## src/rtl/add_share_arb.sv

```systemverilog
// Round-robin front end that time-shares one start/valid adder among NREQ requesters, tagging results by requester.
// Latency: best case 4 cycles per op (grant, start pulse, adder answer, response handshake); one op in flight.
// Backpressure: req_ready is granted only in IDLE; a held response (rsp_ready=0) blocks all new grants.
module add_share_arb #(
    parameter int W       = 16,
    parameter int NREQ    = 4,
    parameter int TIMEOUT = 8,
    localparam int IDW    = (NREQ > 1) ? $clog2(NREQ) : 1
) (
    input  logic              clk,
    input  logic              rst_n,
    input  logic [NREQ-1:0]   req_valid,
    input  logic [NREQ*W-1:0] req_a,
    input  logic [NREQ*W-1:0] req_b,
    output logic [NREQ-1:0]   req_ready,
    output logic              add_start,
    output logic [W-1:0]      add_a,
    output logic [W-1:0]      add_b,
    input  logic [W-1:0]      add_y,
    input  logic              add_valid,
    output logic              rsp_valid,
    output logic [IDW-1:0]    rsp_id,
    output logic [W-1:0]      rsp_y,
    input  logic              rsp_ready,
    output logic              err_to,
    output logic              err_sticky
);

    // Watchdog counter only needs to reach TIMEOUT-1.
    localparam int WDW = $clog2(TIMEOUT);
    localparam logic [WDW-1:0] WD_LAST = WDW'(TIMEOUT - 1);

    typedef enum logic [1:0] {
        S_IDLE  = 2'd0,
        S_ISSUE = 2'd1,
        S_WAIT  = 2'd2,
        S_RESP  = 2'd3
    } state_t;

    state_t          state;
    logic [IDW-1:0]  rr_ptr;
    logic [IDW-1:0]  gid;
    logic [WDW-1:0]  wd_cnt;

    logic            grant_vld;
    logic [IDW-1:0]  grant_id;
    logic [IDW-1:0]  scan_id;

    // Requester index successor, wrapping at NREQ (NREQ need not be a power of two).
    function automatic logic [IDW-1:0] wrap_inc(input logic [IDW-1:0] v);
        logic [IDW-1:0] nxt;
        if (v == IDW'(NREQ - 1)) begin
            nxt = '0;
        end else begin
            nxt = v + IDW'(1);
        end
        return nxt;
    endfunction

    // Round-robin scan starting at rr_ptr; the first pending requester found wins.
    always_comb begin
        grant_vld = 1'b0;
        grant_id  = '0;
        scan_id   = rr_ptr;
        for (int k = 0; k < NREQ; k++) begin
            if (!grant_vld && req_valid[scan_id]) begin
                grant_vld = 1'b1;
                grant_id  = scan_id;
            end
            scan_id = wrap_inc(scan_id);
        end
    end

    // One-hot accept, only while idle; held at zero while reset is asserted.
    always_comb begin
        req_ready = '0;
        if (rst_n && (state == S_IDLE) && grant_vld) begin
            req_ready = NREQ'(1) << grant_id;
        end
    end

    // Abort strobe is visible in the last watchdog cycle itself; a late answer in that cycle still wins.
    always_comb begin
        err_to = (state == S_WAIT) && !add_valid && (wd_cnt == WD_LAST);
    end

    // Sequencer: grant, pulse the adder, wait (with watchdog), hold the response until taken.
    always_ff @(posedge clk or negedge rst_n) begin
        if (!rst_n) begin
            state      <= S_IDLE;
            rr_ptr     <= '0;
            gid        <= '0;
            wd_cnt     <= '0;
            add_start  <= 1'b0;
            add_a      <= '0;
            add_b      <= '0;
            rsp_valid  <= 1'b0;
            rsp_id     <= '0;
            rsp_y      <= '0;
            err_sticky <= 1'b0;
        end else begin
            case (state)
                S_IDLE: begin
                    if (grant_vld) begin
                        add_a     <= req_a[grant_id*W +: W];
                        add_b     <= req_b[grant_id*W +: W];
                        gid       <= grant_id;
                        add_start <= 1'b1;
                        state     <= S_ISSUE;
                    end
                end
                S_ISSUE: begin
                    add_start <= 1'b0;
                    wd_cnt    <= '0;
                    state     <= S_WAIT;
                end
                S_WAIT: begin
                    if (add_valid) begin
                        rsp_y     <= add_y;
                        rsp_id    <= gid;
                        rsp_valid <= 1'b1;
                        state     <= S_RESP;
                    end else if (wd_cnt == WD_LAST) begin
                        // Adder never answered: drop the op and move fairness past the owner.
                        err_sticky <= 1'b1;
                        rr_ptr     <= wrap_inc(gid);
                        state      <= S_IDLE;
                    end else begin
                        wd_cnt <= wd_cnt + WDW'(1);
                    end
                end
                S_RESP: begin
                    if (rsp_ready) begin
                        rsp_valid <= 1'b0;
                        rr_ptr    <= wrap_inc(gid);
                        state     <= S_IDLE;
                    end
                end
                default: begin
                    state <= S_IDLE;
                end
            endcase
        end
    end

endmodule

```

## config.mk

```make
export PLATFORM = sky130hd
export DESIGN_NAME = add_share_arb
export DESIGN_NICKNAME = d
export VERILOG_FILES = /design/src/rtl/add_share_arb.sv
export SDC_FILE = /design/constraint.sdc
export NUM_CORES = 1
export LEC_CHECK = 0
export CORE_AREA = 3 3 117 119
export CTS_BUF_LIST = sky130_fd_sc_hd__clkbuf_4 sky130_fd_sc_hd__clkbuf_8
export CTS_CLUSTER_DIAMETER = 150
export DETAILED_ROUTE_END_ITERATION = 10
export DIE_AREA = 0 0 120 122
export PLACE_DENSITY_LB_ADDON = 0.2
export SKIP_CTS_REPAIR_TIMING = 1
export SYNTH_ARGS = -nofsm -noshare
export SYNTH_HDL_FRONTEND = slang
export SYNTH_SLANG_ARGS = --single-unit
```

## constraint.sdc

```tcl
create_clock -name clk -period 4.55 [get_ports clk]
set_clock_uncertainty 0.15 [all_clocks]
set_input_delay 0.455 -clock clk [delete_from_list [all_inputs] [get_ports clk]]
set_output_delay 0.455 -clock clk [all_outputs]
set_load 0.05 [all_outputs]
```

==> impl_metrics.sql <==
INSERT INTO impl_metrics (metric_group, metric, value, unit) VALUES
('logic_synthesis', 'synth_nets', '473', ''),
('power_and_ir_drop', 'leakage', '2.77', 'nW'),
('layout', 'layout.cell_area.non_filler', '0.00627', 'mm²'),
('drt', 'firstDrtPassIters', '4', ''),
('drt', 'avgRoutedWirePerCell', '15.9', 'µm'),
('placed_design', 'place_ws', '0.735', 'ns'),
('logic_synthesis', 'synth-async-reset-ratio', '1.00', ''),
('floorplanning', 'floorplan.die.width', '120', 'µm'),
('placed_design', 'io_buffer_count', '209', ''),
('clocking', 'cts_tree', 'built', ''),
('floorplanning', 'floorplan.initialDensity', '0.300', ''),
('global_routing', 'grt_antenna_before_repair', '0', ''),
('floorplanning', 'coreArea', '0.0127', 'mm²'),
('logic_synthesis', 'synthFlopType', 'sky130_fd_sc_hd__dfrtp_1', ''),
('logic_synthesis', 'synth.avg_cell_area', '12.0', 'µm²'),
('layout', 'final_cell_mix', 'sky130_fd_sc_hd__clkdlybuf4s50_1, sky130_fd_sc_hd__mux2i_1, sky130_fd_sc_hd__dfrtp_1', ''),
('layout', 'layout.filler_cells', '1190', ''),
('timing', 'report.final.slew_viol_count', '0', ''),
('timing', 'finalHoldViolCount', '0', ''),
('clocking', 'worst_setup_hold_path_clk_slew', '0.08', 'ns'),
('timing', 'final_min_period_over_clock_period', '0.891', ''),
('power_and_ir_drop', 'irDropWorstVdd', '0.606', 'mV'),
('timing', 'worst_slew_pin_slew', '0.887', 'ns'),
('timing', 'fmax', '247', 'MHz'),
('global_routing', 'overflow', '0', ''),
('logic_synthesis', 'synthesis.area', '0.00380', 'mm²'),
('worst_setup_path', 'critical_path_peak_fanout', '15', ''),
('clocking', 'tritoncts.num_buffers', '9', ''),
('drt', 'initialDrtViolationCount', '176', ''),
('global_routing', 'grt_pass1_vias', '3553', ''),
('drt', 'detail-route-antenna-nets', '0', ''),
('placed_design', 'dp.final_hpwl', '8590', 'µm'),
('timing', 'slew_headroom', '0.407', ''),
('logic_synthesis', 'count_of_flip_flops_with_a_built_in_enable_after_synthesis', '0', ''),
('worst_setup_path', 'critPathArrivalTime', '3.45', 'ns'),
('timing', 'final.setup.tns', '0', 'ns'),
('placed_design', 'finalWeightedCongestion', '0.831', ''),
('layout', 'design.final.nets', '679', ''),
('clocking', 'worst_skew_pair_latency', '0.33', 'ns'),
('logic_synthesis', 'synth_seq_area_share', '0.408', ''),
('drt', 'vias', '3278', ''),
('layout', 'final_layout_size_suffix_gt1_frac', '0.159', ''),
('floorplanning', 'die_y', '122', 'µm'),
('drt', 'vias_per_cell', '4.68', ''),
('floorplanning', 'io-pin-count', '210', ''),
('layout', 'num_antenna_cells', '0', ''),
('run', 'cap_violations', '0', ''),
('global_routing', 'grtUsageTotal', '0.150', ''),
('layout', 'syn_to_final_growth', '64.7', '%'),
('worst_setup_path', 'timing.critical_path.to_type', 'primary output', ''),
('floorplanning', 'die_area', '0.0146', 'mm²'),
('timing', 'number_of_endpoints_failing_setup_at_the_final_stage', '0', ''),
('layout', 'final_util', '0.495', ''),
('worst_setup_path', 'cp.required', '3.94', 'ns'),
('layout', 'most_common_library_cell_in_the_layout_ignoring_fill_and_taps', 'sky130_fd_sc_hd__clkdlybuf4s50_1', ''),
('global_routing', 'grt_start_max_net_pins', '64', ''),
('worst_setup_path', 'timing.setup.critical_path_class', 'flip-flop to primary output', ''),
('timing', 'postLayoutSetupSlackWorst', '0.497', 'ns'),
('run_status', 'outcome', 'complete, no violations', ''),
('floorplanning', 'rows', '41', ''),
('drt', 'drt-total-wl', '11100', 'µm'),
('logic_synthesis', 'yosys_warning_total', '0', ''),
('timing', 'grt_setup_unrepaired', 'no', ''),
('power_and_ir_drop', 'power_per_standard_cell_area', '807', 'mW/mm²'),
('logic_synthesis', 'distinct_cell_type_count_of_the_synthesized_netlist', '42', ''),
('placed_design', 'postPlaceCellArea', '0.00607', 'mm²'),
('timing', 'min_period', '4.05', 'ns'),
('logic_synthesis', 'netlist_instances', '317', ''),
('worst_setup_path', 'timing.critical_path.from_type', 'flip-flop', ''),
('global_routing', 'grt_first_pass_wirelength', '18000', 'µm'),
('clocking', 'clock_sink_count', '62', ''),
('clocking', 'clock-root-buffer', 'sky130_fd_sc_hd__clkbuf_8', ''),
('clocking', 'clock_tree.buffer_depth', '2', ''),
('logic_synthesis', 'yosys_register_bits', '62', ''),
('drt', 'drcViolationCount', '0', ''),
('clocking', 'cts_htree_levels', '3', ''),
('hold_path', 'hold_class', 'input pin to async pin', '');
## per-layer routing
| layer | share of wire | global-route usage | up-vias |
|---|---|---|---|
| met5 | 0 | 0 | - |
| met4 | 0.014 | 0.0408 | 0 |
| met3 | 0.11 | 0.0613 | 13 |
| met2 | 0.48 | 0.257 | 150 |
| met1 | 0.39 | 0.174 | 1528 |
| li1 | - | - | 1587 |
## synth_stat cells (4+ instances only)
master	instances	area, µm²
sky130_fd_sc_hd__nor2_1	8	30.0
sky130_fd_sc_hd__ha_1	4	50.1
sky130_fd_sc_hd__clkbuf_1	7	26.3
sky130_fd_sc_hd__dfrtp_1	62	1550
sky130_fd_sc_hd__o21ai_0	8	40.0
sky130_fd_sc_hd__a21oi_1	8	40.0
sky130_fd_sc_hd__nor3_1	4	20.0
sky130_fd_sc_hd__mux2i_1	99	991
sky130_fd_sc_hd__inv_1	5	18.8
sky130_fd_sc_hd__mux2_2	51	574
sky130_fd_sc_hd__buf_2	7	35.0
sky130_fd_sc_hd__nand2_1	11	41.3
## worst max-delay path, stage by stage (launching register included)
cell	delay, ns
sky130_fd_sc_hd__dfrtp_1	0.54
sky130_fd_sc_hd__ha_1	0.70
sky130_fd_sc_hd__nor2_1	0.11
sky130_fd_sc_hd__a211o_1	0.34
sky130_fd_sc_hd__a221oi_4	0.43
sky130_fd_sc_hd__a2bb2oi_1	0.16
sky130_fd_sc_hd__a31oi_4	0.22
sky130_fd_sc_hd__buf_4	0.31
sky130_fd_sc_hd__nor3b_1	0.10
sky130_fd_sc_hd__buf_4	0.20
## kinds of logic (layout without fill, tap and decap cells)
| group | Yosys count | count (layout) | share of synthesized area |
|---|---|---|---|
| AOI/OAI and AO/OA | 37 | 37 | 0.0694 |
| adders and majority gates | 4 | 4 | 0.0132 |
| buffers and inverters | 25 | 236 | 0.0424 |
| DFF | 62 | 62 | 0.408 |
| muxes | 152 | 152 | 0.418 |
| and+or+nand+nor | 37 | 37 | 0.0490 |
## per-stage QoR
stage | cells | total power [mW] | hold WS (ns)
2_1_floorplan | 317 | 3.69 | 0.00941
3_3_place_gp | 684 | 4.59 | 0.306
3_5_place_dp | 684 | 4.63 | 0.338
4_1_cts | 700 | 5.14 | 0.202
5_1_grt | 700 | 5.39 | 0.249
6_report | 700 | 5.06 | 0.154
## layout make-up
class / count / area [µm²] / area share
Timing Repair Buffer: 215 / 2160 / 0.345
Multi-Input combinational cell: 230 / 2120 / 0.339
Sequential cell: 62 / 1550 / 0.248
Tap cell: 172 / 215 / 0.0343
Clock buffer: 10 / 138 / 0.0220
Clock inverter: 6 / 61.3 / 0.00978
Inverter: 5 / 18.8 / 0.00300
## path summary, 6_finish.rpt
| check | start | end | slack [ns] | depth (start not counted) |
|---|---|---|---|---|
| min | rst_n | rr_ptr[0] | 0.15 | 2 |
| min in group clk | err_sticky | err_sticky | 0.35 | 1 |
| max in group asynchronous | rst_n | add_b[14] | 3.54 | 2 |
| min reg2reg | err_sticky | err_sticky | 0.35 | 1 |
| max reg2reg | rr_ptr[0] | add_a[8] | 0.99 | 9 |
| max | rr_ptr[0] | req_ready[0] | 0.50 | 9 |
## state kept, by name (all words and copies together), names as in the netlist
signal / count
add_a: 16
add_b: 16
rsp_y: 16
wd_cnt: 3
gid: 2
rr_ptr: 2
rsp_id: 2
state: 2
add_start: 1
err_sticky: 1
rsp_valid: 1
## power by group
part | internal, mW | switching [mW] | leakage [nW]
clock network | 0.266 | 0.223 | 0.102
logic | 1.56 | 1.99 | 1.93
registers | 0.834 | 0.184 | 0.733
total | 2.66 | 2.40 | 2.77
(Power assumes the default switching activity.)
